## src/rtl/spi_modport.sv

```systemverilog
// rtl/spi_modport.sv - single-CS SPI master, 1/2/4 lanes, all CPOL/CPHA modes, full duplex.
// Start/done host handshake on one side, registered pin-level SPI bus on the other.
module spi_modport #(
  parameter int DATA_WIDTH = 8,
  parameter int CLK_DIV    = 2
) (
  input  logic                  clk,
  input  logic                  rst,
  input  logic                  start,
  input  logic [DATA_WIDTH-1:0] tx_data,
  input  logic                  cpol,
  input  logic                  cpha,
  input  logic [1:0]            lanes,
  output logic                  busy,
  output logic                  done,
  output logic [DATA_WIDTH-1:0] rx_data,
  output logic                  sclk,
  output logic                  cs,
  output logic                  mosi0,
  output logic                  mosi1,
  output logic                  mosi2,
  output logic                  mosi3,
  input  logic                  miso0,
  input  logic                  miso1,
  input  logic                  miso2,
  input  logic                  miso3
);

  localparam int DIVW = (CLK_DIV > 1) ? $clog2(CLK_DIV) : 1;
  localparam int EW   = $clog2(2 * DATA_WIDTH + 1);

  typedef enum logic [2:0] {S_IDLE, S_LEAD, S_XFER, S_TRAIL, S_FINISH} state_t;

  state_t                state_q, state_d;
  logic [DIVW-1:0]       div_q, div_d;
  logic [EW-1:0]         edge_q, edge_d;
  logic [DATA_WIDTH-1:0] tx_q, tx_d;
  logic [DATA_WIDTH-1:0] rxs_q, rxs_d;
  logic [DATA_WIDTH-1:0] rx_q, rx_d;
  logic [1:0]            wsel_q, wsel_d;
  logic                  cpha_q, cpha_d;
  logic                  sclk_q, sclk_d;
  logic                  cs_q, cs_d;
  logic [3:0]            mosi_q, mosi_d;

  logic                  tick;
  logic                  leading;
  logic                  last_edge;
  logic [EW-1:0]         edge_k;
  logic [EW-1:0]         total_edges;
  logic [1:0]            wsel_start;
  logic [3:0]            miso_vec;

  // Lane select: 0 = single, 1 = dual, 2 = quad; MSB of the chunk rides the highest active lane.
  function automatic logic [3:0] chunk_of(input logic [DATA_WIDTH-1:0] w, input logic [1:0] sel);
    case (sel)
      2'd0:    chunk_of = {3'b000, w[DATA_WIDTH-1]};
      2'd1:    chunk_of = {2'b00, w[DATA_WIDTH-1 -: 2]};
      default: chunk_of = w[DATA_WIDTH-1 -: 4];
    endcase
  endfunction

  function automatic logic [DATA_WIDTH-1:0] tx_shift(input logic [DATA_WIDTH-1:0] w,
                                                     input logic [1:0] sel);
    case (sel)
      2'd0:    tx_shift = w << 1;
      2'd1:    tx_shift = w << 2;
      default: tx_shift = w << 4;
    endcase
  endfunction

  function automatic logic [DATA_WIDTH-1:0] rx_shift(input logic [DATA_WIDTH-1:0] w,
                                                     input logic [1:0] sel,
                                                     input logic [3:0] m);
    case (sel)
      2'd0:    rx_shift = {w[DATA_WIDTH-2:0], m[0]};
      2'd1:    rx_shift = {w[DATA_WIDTH-3:0], m[1:0]};
      default: rx_shift = {w[DATA_WIDTH-5:0], m[3:0]};
    endcase
  endfunction

  assign miso_vec    = {miso3, miso2, miso1, miso0};
  assign wsel_start  = (lanes == 2'b11) ? 2'b00 : lanes;
  assign tick        = (div_q == DIVW'(CLK_DIV - 1));
  assign edge_k      = edge_q + EW'(1);
  assign total_edges = EW'(2 * DATA_WIDTH) >> wsel_q;
  assign last_edge   = (edge_k == total_edges);
  assign leading     = edge_k[0];

  always_comb begin
    state_d = state_q;
    div_d   = div_q;
    edge_d  = edge_q;
    tx_d    = tx_q;
    rxs_d   = rxs_q;
    rx_d    = rx_q;
    wsel_d  = wsel_q;
    cpha_d  = cpha_q;
    sclk_d  = sclk_q;
    cs_d    = cs_q;
    mosi_d  = mosi_q;

    case (state_q)
      S_IDLE: begin
        sclk_d = cpol;
        cs_d   = 1'b1;
        mosi_d = 4'd0;
        if (start) begin
          state_d = S_LEAD;
          cs_d    = 1'b0;
          div_d   = '0;
          edge_d  = '0;
          wsel_d  = wsel_start;
          cpha_d  = cpha;
          rxs_d   = '0;
          if (cpha) begin
            tx_d = tx_data;
          end else begin
            mosi_d = chunk_of(tx_data, wsel_start);
            tx_d   = tx_shift(tx_data, wsel_start);
          end
        end
      end
      S_LEAD, S_XFER: begin
        div_d = tick ? '0 : div_q + 1'b1;
        if (tick) begin
          edge_d  = edge_k;
          sclk_d  = ~sclk_q;
          state_d = last_edge ? S_TRAIL : S_XFER;
          // Sampling edge is leading for CPHA=0 and trailing for CPHA=1; the other edge drives.
          if (leading ^ cpha_q) begin
            rxs_d = rx_shift(rxs_q, wsel_q, miso_vec);
          end else if (cpha_q || !last_edge) begin
            mosi_d = chunk_of(tx_q, wsel_q);
            tx_d   = tx_shift(tx_q, wsel_q);
          end
        end
      end
      S_TRAIL: begin
        div_d = tick ? '0 : div_q + 1'b1;
        if (tick) begin
          state_d = S_FINISH;
          cs_d    = 1'b1;
          mosi_d  = 4'd0;
          rx_d    = rxs_q;
        end
      end
      S_FINISH: begin
        state_d = S_IDLE;
      end
      default: begin
        state_d = S_IDLE;
      end
    endcase
  end

  always_ff @(posedge clk) begin
    if (rst) begin
      state_q <= S_IDLE;
      div_q   <= '0;
      edge_q  <= '0;
      tx_q    <= '0;
      rxs_q   <= '0;
      rx_q    <= '0;
      wsel_q  <= 2'b00;
      cpha_q  <= 1'b0;
      sclk_q  <= 1'b0;
      cs_q    <= 1'b1;
      mosi_q  <= 4'd0;
    end else begin
      state_q <= state_d;
      div_q   <= div_d;
      edge_q  <= edge_d;
      tx_q    <= tx_d;
      rxs_q   <= rxs_d;
      rx_q    <= rx_d;
      wsel_q  <= wsel_d;
      cpha_q  <= cpha_d;
      sclk_q  <= sclk_d;
      cs_q    <= cs_d;
      mosi_q  <= mosi_d;
    end
  end

  assign busy    = (state_q == S_LEAD) || (state_q == S_XFER) || (state_q == S_TRAIL);
  assign done    = (state_q == S_FINISH);
  assign rx_data = rx_q;
  assign sclk    = sclk_q;
  assign cs      = cs_q;
  assign mosi0   = mosi_q[0];
  assign mosi1   = mosi_q[1];
  assign mosi2   = mosi_q[2];
  assign mosi3   = mosi_q[3];

endmodule

```

## config.mk

```make
export PLATFORM = sky130hd
export DESIGN_NAME = spi_modport
export DESIGN_NICKNAME = d
export VERILOG_FILES = /design/src/rtl/spi_modport.sv
export SDC_FILE = /design/constraint.sdc
export NUM_CORES = 1
export LEC_CHECK = 0
export CORE_UTILIZATION = 40
export CTS_CLUSTER_SIZE = 10
export DETAILED_ROUTE_END_ITERATION = 7
export GPL_ROUTABILITY_DRIVEN = 0
export HOLD_SLACK_MARGIN = 0.03
export SLEW_MARGIN = 10
export SYNTH_ARGS = -nofsm -noshare
export SYNTH_HDL_FRONTEND = slang
export SYNTH_SLANG_ARGS = --single-unit
```

## constraint.sdc

```tcl
create_clock -name clk -period 6.05 [get_ports clk]
set_input_delay 1.21 -clock clk [delete_from_list [all_inputs] [get_ports clk]]
set_output_delay 1.21 -clock clk [all_outputs]
set_load 0.02 [all_outputs]
```

== Word level (Yosys, flattened, before mapping) ==
Index checks and enable logic that the tools add are counted.

* Bits in registers: 42
* Word-level logic and storage cells: 92
* Bits of input ports: 19

* Bitwise gates (word level): 2
* Shift operators: 1
* Eq/ne operators: 14
* $add $sub $neg: 2
* Multiplexer cells: 39
* Reductions and logical operators: 23

{| class="wikitable"
|+ Operator list
! operator !! number
|-
| 8-bit one-hot mux with 2 select lines || 5
|-
| 8-bit two-way mux || 8
|-
| 4-bit two-way mux || 6
|-
| 4-bit one-hot mux with 2 select lines || 2
|-
| 2-bit inequality test, second input constant || 6
|-
| 4-bit one-hot mux with 3 select lines || 1
|-
| 5-bit two-way mux || 2
|-
| 5-bit one-hot mux with 2 select lines || 1
|-
| 2-bit AND reduction || 5
|-
| 5-bit AND reduction || 2
|-
| 3-bit two-way mux || 3
|-
| 3-bit one-hot mux with 3 select lines || 1
|-
| 3-bit by 2-bit equality test with 1-bit output, second input constant || 2
|-
| 1-bit two-way mux || 6
|-
| 1-bit one-hot mux with 2 select lines || 3
|-
| 3-bit AND reduction || 2
|-
| 2-bit nonzero test || 3
|-
| 5-bit by 1-bit adder with 5-bit output, second input constant || 1
|-
| 5-bit equality test || 1
|-
| 5-bit by 2-bit right shift with 5-bit output, first input constant || 1
|-
| 2-bit by 1-bit equality test with 1-bit output, second input constant || 2
|-
| 2-bit logical NOT || 2
|-
| 4-bit AND reduction || 1
|-
| 3-bit by 1-bit equality test with 1-bit output, second input constant || 1
|-
| 12 further kinds || 14
|}

== Depth between registers and ports, before layout ==
Gate-level depths: netlist of run 1.

* Depth after elaboration: 8
* Mapped depth: 8

== Worst setup path before layout of run 1 ==
No wires, ideal clock.

* Path type: in2reg
* Start point: input port lanes[0]
* End point: register tx_q[2]
* Path buffers: 1
* Slack: 3.486 ns
* Cell stages on the path: 7
* Arrival: 2.443 ns
* Data required time: 5.929 ns
* Path through: inv_1 > ha_1 > buf_1 > a22o_1 > a221oi_1 > nor3_1 > mux2_4

* Word-level cells in the longest chain between the ends: 7
* Elaborated cells between the ends (all ways): 8
* Those cells by class: 2 x eq/ne; 5 x mux; 1 x reduce/logical

{| class="wikitable"
|+ RTL lines
! what !! RTL line !! source
|-
| start, declared || 13 || <nowiki>input logic [1:0] lanes,</nowiki>
|-
| 2-bit equality test || 83 || <nowiki>assign wsel_start = (lanes == 2'b11) ? 2'b00 : lanes;</nowiki>
|-
| 2-bit two-way mux * || 83 ||
|-
| 2-bit by 1-bit equality test with 1-bit output / 2-bit logical NOT (equally long branches) || 65 || <nowiki>case (sel)</nowiki>
|-
| 8-bit one-hot mux with 2 select lines * || 65 ||
|-
| 8-bit two-way mux * || 116 || <nowiki>if (cpha) begin</nowiki>
|-
| 8-bit two-way mux * || 108 || <nowiki>if (start) begin</nowiki>
|-
| 8-bit one-hot mux with 2 select lines * || 103 || <nowiki>case (state_q)</nowiki>
|-
| end signal, assigned || 174 || <nowiki>tx_q <= tx_d;</nowiki>
|-
| end, declared || 37 || <nowiki>logic [DATA_WIDTH-1:0] tx_q, tx_d;</nowiki>
|}

Every way passes the cells marked *; elsewhere a longest branch is shown, timed or not. The select of a mux whose other input is x is not followed.
A chain may end at the register's enable or synchronous reset.

== Worst setup path in the final report of run 1 ==
* Start point: register state_q[0]
* End point: output port busy

* Word-level cells in the longest chain between the ends: 3
* Elaborated cells between the ends (all ways): 5
* Those cells by class: 3 x eq/ne; 2 x reduce/logical

{| class="wikitable"
|+ RTL lines
! what !! RTL line !! source
|-
| start, declared || 34 || <nowiki>state_t state_q, state_d;</nowiki>
|-
| start signal, assigned || 171 || <nowiki>state_q <= state_d;</nowiki>
|-
| 3-bit by 1-bit equality test with 1-bit output / 3-bit by 2-bit equality test with 1-bit output (equally long branches) || 185 || <nowiki>assign busy = (state_q == S_LEAD) || (state_q == S_XFER) || (state_q == S_TRAIL);</nowiki>
|-
| 1-bit logical OR || 185 ||
|-
| 1-bit logical OR * || 185 ||
|-
| end, declared || 14 || <nowiki>output logic busy,</nowiki>
|}

Every way passes the cells marked *; elsewhere a longest branch is shown, timed or not.

==> impl_summary.md, run 1 <==
Status
The flow ran to the end, and the final reports show no timing, DRC or antenna violations.

CTS
The number of clock buffers added by TritonCTS is 5. The clock reaches the later pin of the worst-skew pair after 0.29 ns. Clock-pin slew was measured on the worst setup and hold paths at roughly 0.080 ns.

The clock root buffer is clkbuf_8. The total setup buffers inserted after CTS is 0. The H-tree level count is 2. After clock tree synthesis, the repair step resized 0 gates. The number of hold buffers added after CTS is 0. The longest clock path from root to sink contains 2 buffers. Counting every sink on the clock net gives 42. The CTS tree is built.

Floorplanning
In this run the count of I/O pins placed on the die edge is 35. The die area is about 7200 sq um. The die width is about 85 um.

The core region is roughly 6500 sq um. The chip height is ~85 um. The number of standard-cell rows in the floorplan is 29. The effective utilization at floorplan is a little over two fifths.

Yosys
For this run, the register share of the synthesized area comes to a little under a third. When the netlist entered floorplanning its net count stood at between 300 and 400. The total number of yosys warnings is 0. The number of standard cells after synthesis is 329. The most used flip-flop cell after synthesis is dfxtp_1. The area of the mapped netlist is approximately 2700 sq um. Counting flops and latches in the post-synthesis netlist gives 42. In this run the mean area of a mapped cell was around 8.3 sq um. Counting flops with a built-in enable in the synthesized netlist gives 0. In the synthesized netlist the async set-or-reset flop fraction comes to 0%.

Counting distinct cell types in the post-synthesis netlist gives 50.

STA
The number of pins exceeding their max-slew limit in the final report is 0. Setup violations remaining at the end of the flow were counted as 0. For this run, the top clock speed supported by timing is around 0.32 GHz.

The final worst hold slack is 0.455 ns. Setup slack closes at 2.94 ns. Setup total negative slack on the finished layout was measured at 0 ns. At the pin with the least slew margin, the transition time is between 0.8 and 0.9 ns.

The final cycle utilization of the critical path is roughly 50%. The worst slew slack as a fraction of its limit is slightly above 40%. The worst path in the final design needs a cycle of roughly 3.1 ns, including I/O delays and setup. The final number of hold-violating endpoints is 0. Clock skew on the completed layout was measured at 0.00559 ns.

Setup repair after global routing left no endpoint under its margin.

Pwr
Summing internal, switching and leakage power gives between 600 and 700 uW. For this design the ratio of total power to cell area is between 150 and 200 nW/um^2. The leakage power of the design is around 1.1 nW. The worst-case vdd ir drop is between 90 and 100 uV.

Placement
Summed over all nets, the half-perimeter wirelength after detailed placement is between 4000 and 5000 um. During placement, the flow inserted port buffers numbering 34. The pre-CTS worst setup slack is ~2.8 ns.

The number of cells in the design after placement is slightly above 400.

Drt
The final routed wirelength across all metal layers is 6300 um. Across all layers, the routed design uses about 2400 vias. The residual antenna-violating net count after detailed routing is 0. Dividing the detail-routed wire length by the instance count gives 14.9 um. The total iterations of the first detailed-routing run is 6.

In the routed layout, each cell is associated on average with a via count of about 5.6. The first-iteration detailed-routing DRC count is about 180. The DRC violation count after routing is 0.

Critical path
STA classifies the critical path endpoint as an output port. The arrival time of data at the critical path endpoint is approximately 1.9 ns. The start-to-end type of the worst setup path is reg -> out.

STA classifies the critical path startpoint as a register. The biggest fanout along the worst timing path is 20. The data required time at the worst endpoint is ~4.8 ns.

Cells and area
The finished layout holds 422 standard cells, fillers aside. The area growth from synthesis to layout is 15.1%. The antenna diode count is 0. In the final layout, the share of cells above drive strength 1 is 7.54%. The net count of the finished layout is 368.

Global route
The maximum number of pins on one net before global-route repair is 55. The number of antenna violations at the first check in global routing is 0. The total global-route track usage is 18.5%. The total overflow reported by the global router is 0.

The number of global-route vias before repair is about 2100. The first global-routing pass estimated 10700 um of wire.

Min path
The min-delay analysis places its worst path in the category reg -> reg.

Run
The count of maximum capacitance violations is 0.
-- cells by family (layout without fill, tap and decap cells) --
group           Yosys count  after routing  share of synthesized area [%]
compound gates           82             82                           20.6
xor+xnor                  7              7                           3.53
fa+ha+maj                 4              4                           1.83
buf+inv                  35             51                           5.68
flops                    42             42                           30.8
mux                      35             35                           13.6
simple gates            124            124                           24.0
-- final cells by class --
| type | instances | area [sq um] |
|---|---|---|
| clock inverter | 2 | 10.0 |
| multi-input combinational | 252 | 1730 |
| fill | 674 | 3320 |
| sequential | 42 | 841 |
| timing repair buffer | 38 | 370 |
| tap | 77 | 96.3 |
| clock buffer | 5 | 68.8 |
| inverter | 6 | 22.5 |
-- per-layer routing --
layer | global-route usage, % | vias up | share of wire, %
li1 | - | 1212 | -
met1 | 26.0 | 1106 | 50
met2 | 29.3 | 47 | 45
met3 | 3.54 | 6 | 3.8
met4 | 4.62 | 0 | 0.92
met5 | 0 | - | 0
-- worst max-delay path, stage by stage (launching register included) --
cell,delay [ns]
dfxtp_1,0.74
o21ba_2,0.27
clkdlybuf4s50_1,0.60
-- per-stage QoR --
step / utilization, % / instance area [sq um]
5_1_grt: 48.7 / 3140
3_3_place_gp: 47.4 / 3060
6_report: 48.7 / 3140
2_1_floorplan: - / 2730
4_1_cts: 48.7 / 3140
3_5_place_dp: 47.4 / 3060
-- cell usage in the layout (no fill, tap or decap), types with 2 or more instances in the layout --
cell	count
a211oi_1	6
and2_1	4
inv_1	6
mux2i_1	25
clkbuf_8	5
mux2_4	2
a31oi_1	2
nor2_1	30
buf_4	4
xnor2_1	2
clkdlybuf4s50_1	34
and3_1	5
a22oi_1	3
clkinv_2	2
a21oi_1	30
or4_1	8
nor3_1	12
nand2b_1	8
or3_1	2
nand4b_1	5
mux2_2	4
a221oi_1	6
dfxtp_1	42
o21ai_0	20
nor2b_1	13
a211o_1	5
mux2_1	4
nand2_1	29
xnor3_1	2
a22o_1	2
xor2_1	2
ha_1	4
-- path summary, 6_finish.rpt --
| path | slack, ns | start | end | cells after the start |
|---|---|---|---|---|
| max | 2.94 | state_q[0]$_SDFFE_PP0P_ | busy | 2 |
| min | 0.46 | rx_data[1]$_SDFFE_PP0P_ | rx_data[1]$_SDFFE_PP0P_ | 2 |
| max reg2reg | 3.53 | wsel_q[0]$_SDFFE_PP0P_ | tx_q[3]$_SDFFE_PP0P_ | 5 |
| min reg2reg | 0.46 | rx_data[1]$_SDFFE_PP0P_ | rx_data[1]$_SDFFE_PP0P_ | 2 |
-- where the power goes --
group          internal (mW)  total, mW  switching (mW)
registers              0.287      0.304          0.0173
logic                 0.0620      0.129          0.0666
clock network         0.0776      0.173          0.0955
total                  0.427      0.606           0.179
-- flip-flops by register name, indices dropped and copies added (netlist names) --
register,count
cpha_q,1
mosi_q,4
edge_q,5
rx_data,8
sclk,1
div_q,1
tx_q,8
state_q,3
rxs_q,8
cs,1
wsel_q,2
-- Yosys cell counts (2+ instances only) --
cell / count / share of area [%]
dfxtp_1: 42 / 31
a21oi_1: 30 / 5.5
nor2_1: 30 / 4.1
nand2_1: 29 / 4.0
mux2i_1: 25 / 9.2
clkbuf_1: 21 / 2.9
o21ai_0: 20 / 3.7
nor2b_1: 13 / 3.0
nor3_1: 12 / 2.2
nand2b_1: 8 / 1.8
or4_1: 8 / 2.2
a211oi_1: 6 / 1.6
a221oi_1: 6 / 1.9
inv_1: 6 / 0.82
a211o_1: 5 / 1.6
and3_1: 5 / 1.1
nand4b_1: 5 / 1.6
and2_1: 4 / 0.92
buf_2: 4 / 0.73
ha_1: 4 / 1.8
mux2_1: 4 / 1.6
mux2_2: 4 / 1.6
a22oi_1: 3 / 0.82
a22o_1: 2 / 0.64
a31oi_1: 2 / 0.46
buf_6: 2 / 0.82
mux2_4: 2 / 1.1
or3_1: 2 / 0.46
xnor2_1: 2 / 0.64
xnor3_1: 2 / 1.6
xor2_1: 2 / 0.64
No activity file was read; power rests on OpenSTA's default activity.
==> run 2: changes to the inputs <==
==> constraint.sdc (replaced) <==
create_clock -name clk -period 2.7 [get_ports clk]
set_input_delay 0.54 -clock clk [delete_from_list [all_inputs] [get_ports clk]]
set_output_delay 0.54 -clock clk [all_outputs]
set_load 0.02 [all_outputs]
==> impl_summary.md, run 2 (synthesis results as in run 1) <==
Status
The flow ran to the end, but the final reports show violations. The checks that failed: DRC.

CTS
The total CTS buffers is 5 (unchanged). The insertion delay of the later-clocked pin in the worst-skew pair is 0.30 ns (about the same). The number of sinks driven by the clock tree is 42 (unchanged). The count of cells resized by post-cts repair was 0 (unchanged). The H-tree level count is 2 (unchanged). The clock-pin slew on the worst setup and hold paths was 0.08 ns (about the same). The number of hold buffers added after CTS came to 0 (unchanged). The clock root buffer is clkbuf_8. TritonCTS built the clock tree. The total setup buffers inserted after CTS was 0 (unchanged). The maximum number of buffers from clock root to sink was 2 (unchanged).

Critical path
The biggest fanout along the worst timing path is 15 (-25%). STA classifies the critical path endpoint as an output port. The data required time at the worst endpoint was 2.16 ns (-2.68 ns). The critical path launch point type is a register. The cell at the slowest stage of the critical path is clkdlybuf4s50_1. The start-to-end type of the worst setup path is reg -> out.

The arrival time of data at the critical path endpoint is 1.81 ns (-0.09 ns). The signal on the critical path passes through buf_4 -> o21ba_2 -> clkdlybuf4s50_1. The maximum single-stage delay on the critical path was 0.60 ns (-0.14 ns).

Drt
The first-iteration detailed-routing DRC count is 111 (-38%). The wire length per cell after detailed routing is 14.4 um (-3.7%). The DRC violation count after routing is 2 (+2). The detail-routed via count per cell is 5.50 (-2.1%). The total vias in the final route is 2377 (+0.25%). The total iterations of the first detailed-routing run is 6 (unchanged).

The residual antenna-violating net count after detailed routing came to 0 (unchanged). The final routed wirelength across all metal layers came to 6210 um (-1.5%).

Cells and area
The share of cells above drive strength 1 came to 9.86% (+2.3 points). In the layout the commonest cells are dfxtp_1 (42), clkdlybuf4s50_1 (34), nor2_1 (30), a21oi_1 (30), nand2_1 (29). The leading cell type in the layout, fill and taps excluded is dfxtp_1. The count of fill cells added during filler insertion was 649 (-3.7%). The antenna diode count came to 0 (unchanged). The count of nets after finishing is 377 (+2.4%).

The area growth from synthesis to layout is 18.5%.

Floorplanning
The die area is 7160 sq um (unchanged). The core area came to 6460 sq um (unchanged). The effective utilization at floorplan came to 42.3% (unchanged).

The chip height came to 84.6 um (unchanged). The die width is 84.6 um (unchanged). The number of standard-cell rows in the floorplan is 29 (unchanged). The top-level port count is 35 (unchanged).

STA
The final number of hold-violating endpoints is 0 (unchanged). Setup repair after global routing left no endpoint under its margin. The aggregate negative setup slack is 0 ns (unchanged). The total setup violations reported at the end of the flow was 0 (unchanged).

The slew of the pin with the lowest slew margin is 0.530 ns (-0.359 ns). The worst slew slack as a fraction of its limit is 64.7% (+24 points). The achievable clock frequency is about 0.43 GHz. The number of pins exceeding their max-slew limit in the final report is 0 (unchanged). The worst path setup slack after routing is 0.355 ns (-2.58 ns). The post-route clock skew came to 0.00649 ns (+0.000905 ns). The final cycle utilization of the critical path is roughly 87%.

After layout, the minimum clock period comes to between 2 and 2.5 ns.

Global route
The number of antenna violations at the first check in global routing came to 0 (unchanged). The total overflow reported by the global router came to 0 (unchanged). The maximum number of pins on one net before global-route repair is 55 (unchanged). The first-pass GRT wire length is 10800 um (+0.32%). The number of global-route vias before repair came to 2200 (+2.5%). The total global-route track usage is 18.6% (+0.042 points).

Pwr
The worst-case vdd ir drop is 175 uV (+94%). The total power per unit cell area came to 433 nW/um^2 (+120%). The leakage power of the design is 1.18 nW (+5.0%).

Placement
The number of input and output port buffers inserted is 34 (unchanged). The pre-CTS worst setup slack is 0.191 ns (-2.63 ns). The placed wire-length estimate is 4460 um (+2.4%).

Min path
The class of the worst hold path is reg -> reg.

Run
The count of maximum capacitance violations is 0 (unchanged).
run 2: final timing paths:
check,slack [ns],end,cells past startpoint,startpoint
setup / recovery,0.35,busy,3,state_q[0]$_SDFFE_PP0P_
hold / removal,0.46,rx_data[2]$_SDFFE_PP0P_,2,rx_data[2]$_SDFFE_PP0P_
setup reg to reg,0.40,tx_q[2]$_SDFFE_PP0P_,6,edge_q[0]$_SDFFE_PP0P_
hold reg to reg,0.46,rx_data[2]$_SDFFE_PP0P_,2,rx_data[2]$_SDFFE_PP0P_
run 2: critical path, delay by kind of cell, from the launching register on:
kind,cells,cell delay [ns]
buffers and inverters,2,0.85
DFF,1,0.48
AOI/OAI and AO/OA,1,0.19
run 2: through the flow:
| step | total power, mW | instance area (sq um) | util, % | hold slack (ns) | cells |
|---|---|---|---|---|---|
| 4_1_cts | 1.41 | 3240 | 50.1 | 0.458 | 432 |
| 3_5_place_dp | 0.992 | 3140 | 48.7 | 0.446 | 424 |
| 6_report | 1.40 | 3240 | 50.1 | 0.456 | 432 |
| 3_3_place_gp | 0.991 | 3140 | 48.7 | 0.440 | 424 |
| 2_1_floorplan | 0.898 | 2730 | - | 0.428 | 329 |
| 5_1_grt | 1.47 | 3240 | 50.1 | 0.485 | 432 |
run 2: layout make-up:
cell class | count | area [sq um] | share of cell area [%]
clock buffers | 7 | 86.3 | 2.67
clock inverters | 1 | 5.00 | 0.155
inverters | 6 | 22.5 | 0.696
multi-input cells | 252 | 1730 | 53.6
flip-flops and latches | 42 | 841 | 26.0
well taps | 77 | 96.3 | 2.98
repair buffers | 47 | 450 | 13.9
run 2: routing by layer:
metal / wire, um / part of all wire, % / GRT usage (%)
met5: 0 / 0 / 0
met4: 61 / 0.98 / 5.08
met3: 201 / 3.2 / 3.34
met2: 2860 / 46 / 31.0
met1: 3090 / 50 / 24.6
run 2: report_power, final:
part | total, mW | internal [mW] | switching, mW
Clock | 0.423 | 0.207 | 0.216
Sequential | 0.673 | 0.643 | 0.0296
Combinational | 0.304 | 0.148 | 0.156
Total | 1.40 | 0.998 | 0.402
==> run 3: changes to the inputs <==
--- a/config.mk
+++ b/config.mk
@@ -8,7 +8,6 @@
 export CORE_UTILIZATION = 40
 export CTS_CLUSTER_SIZE = 10
 export DETAILED_ROUTE_END_ITERATION = 7
-export GPL_ROUTABILITY_DRIVEN = 0
 export HOLD_SLACK_MARGIN = 0.03
 export SLEW_MARGIN = 10
 export SYNTH_ARGS = -nofsm -noshare
==> results of run 3 <==
The final DEF is identical to that of run 2; final timing and power are the same.
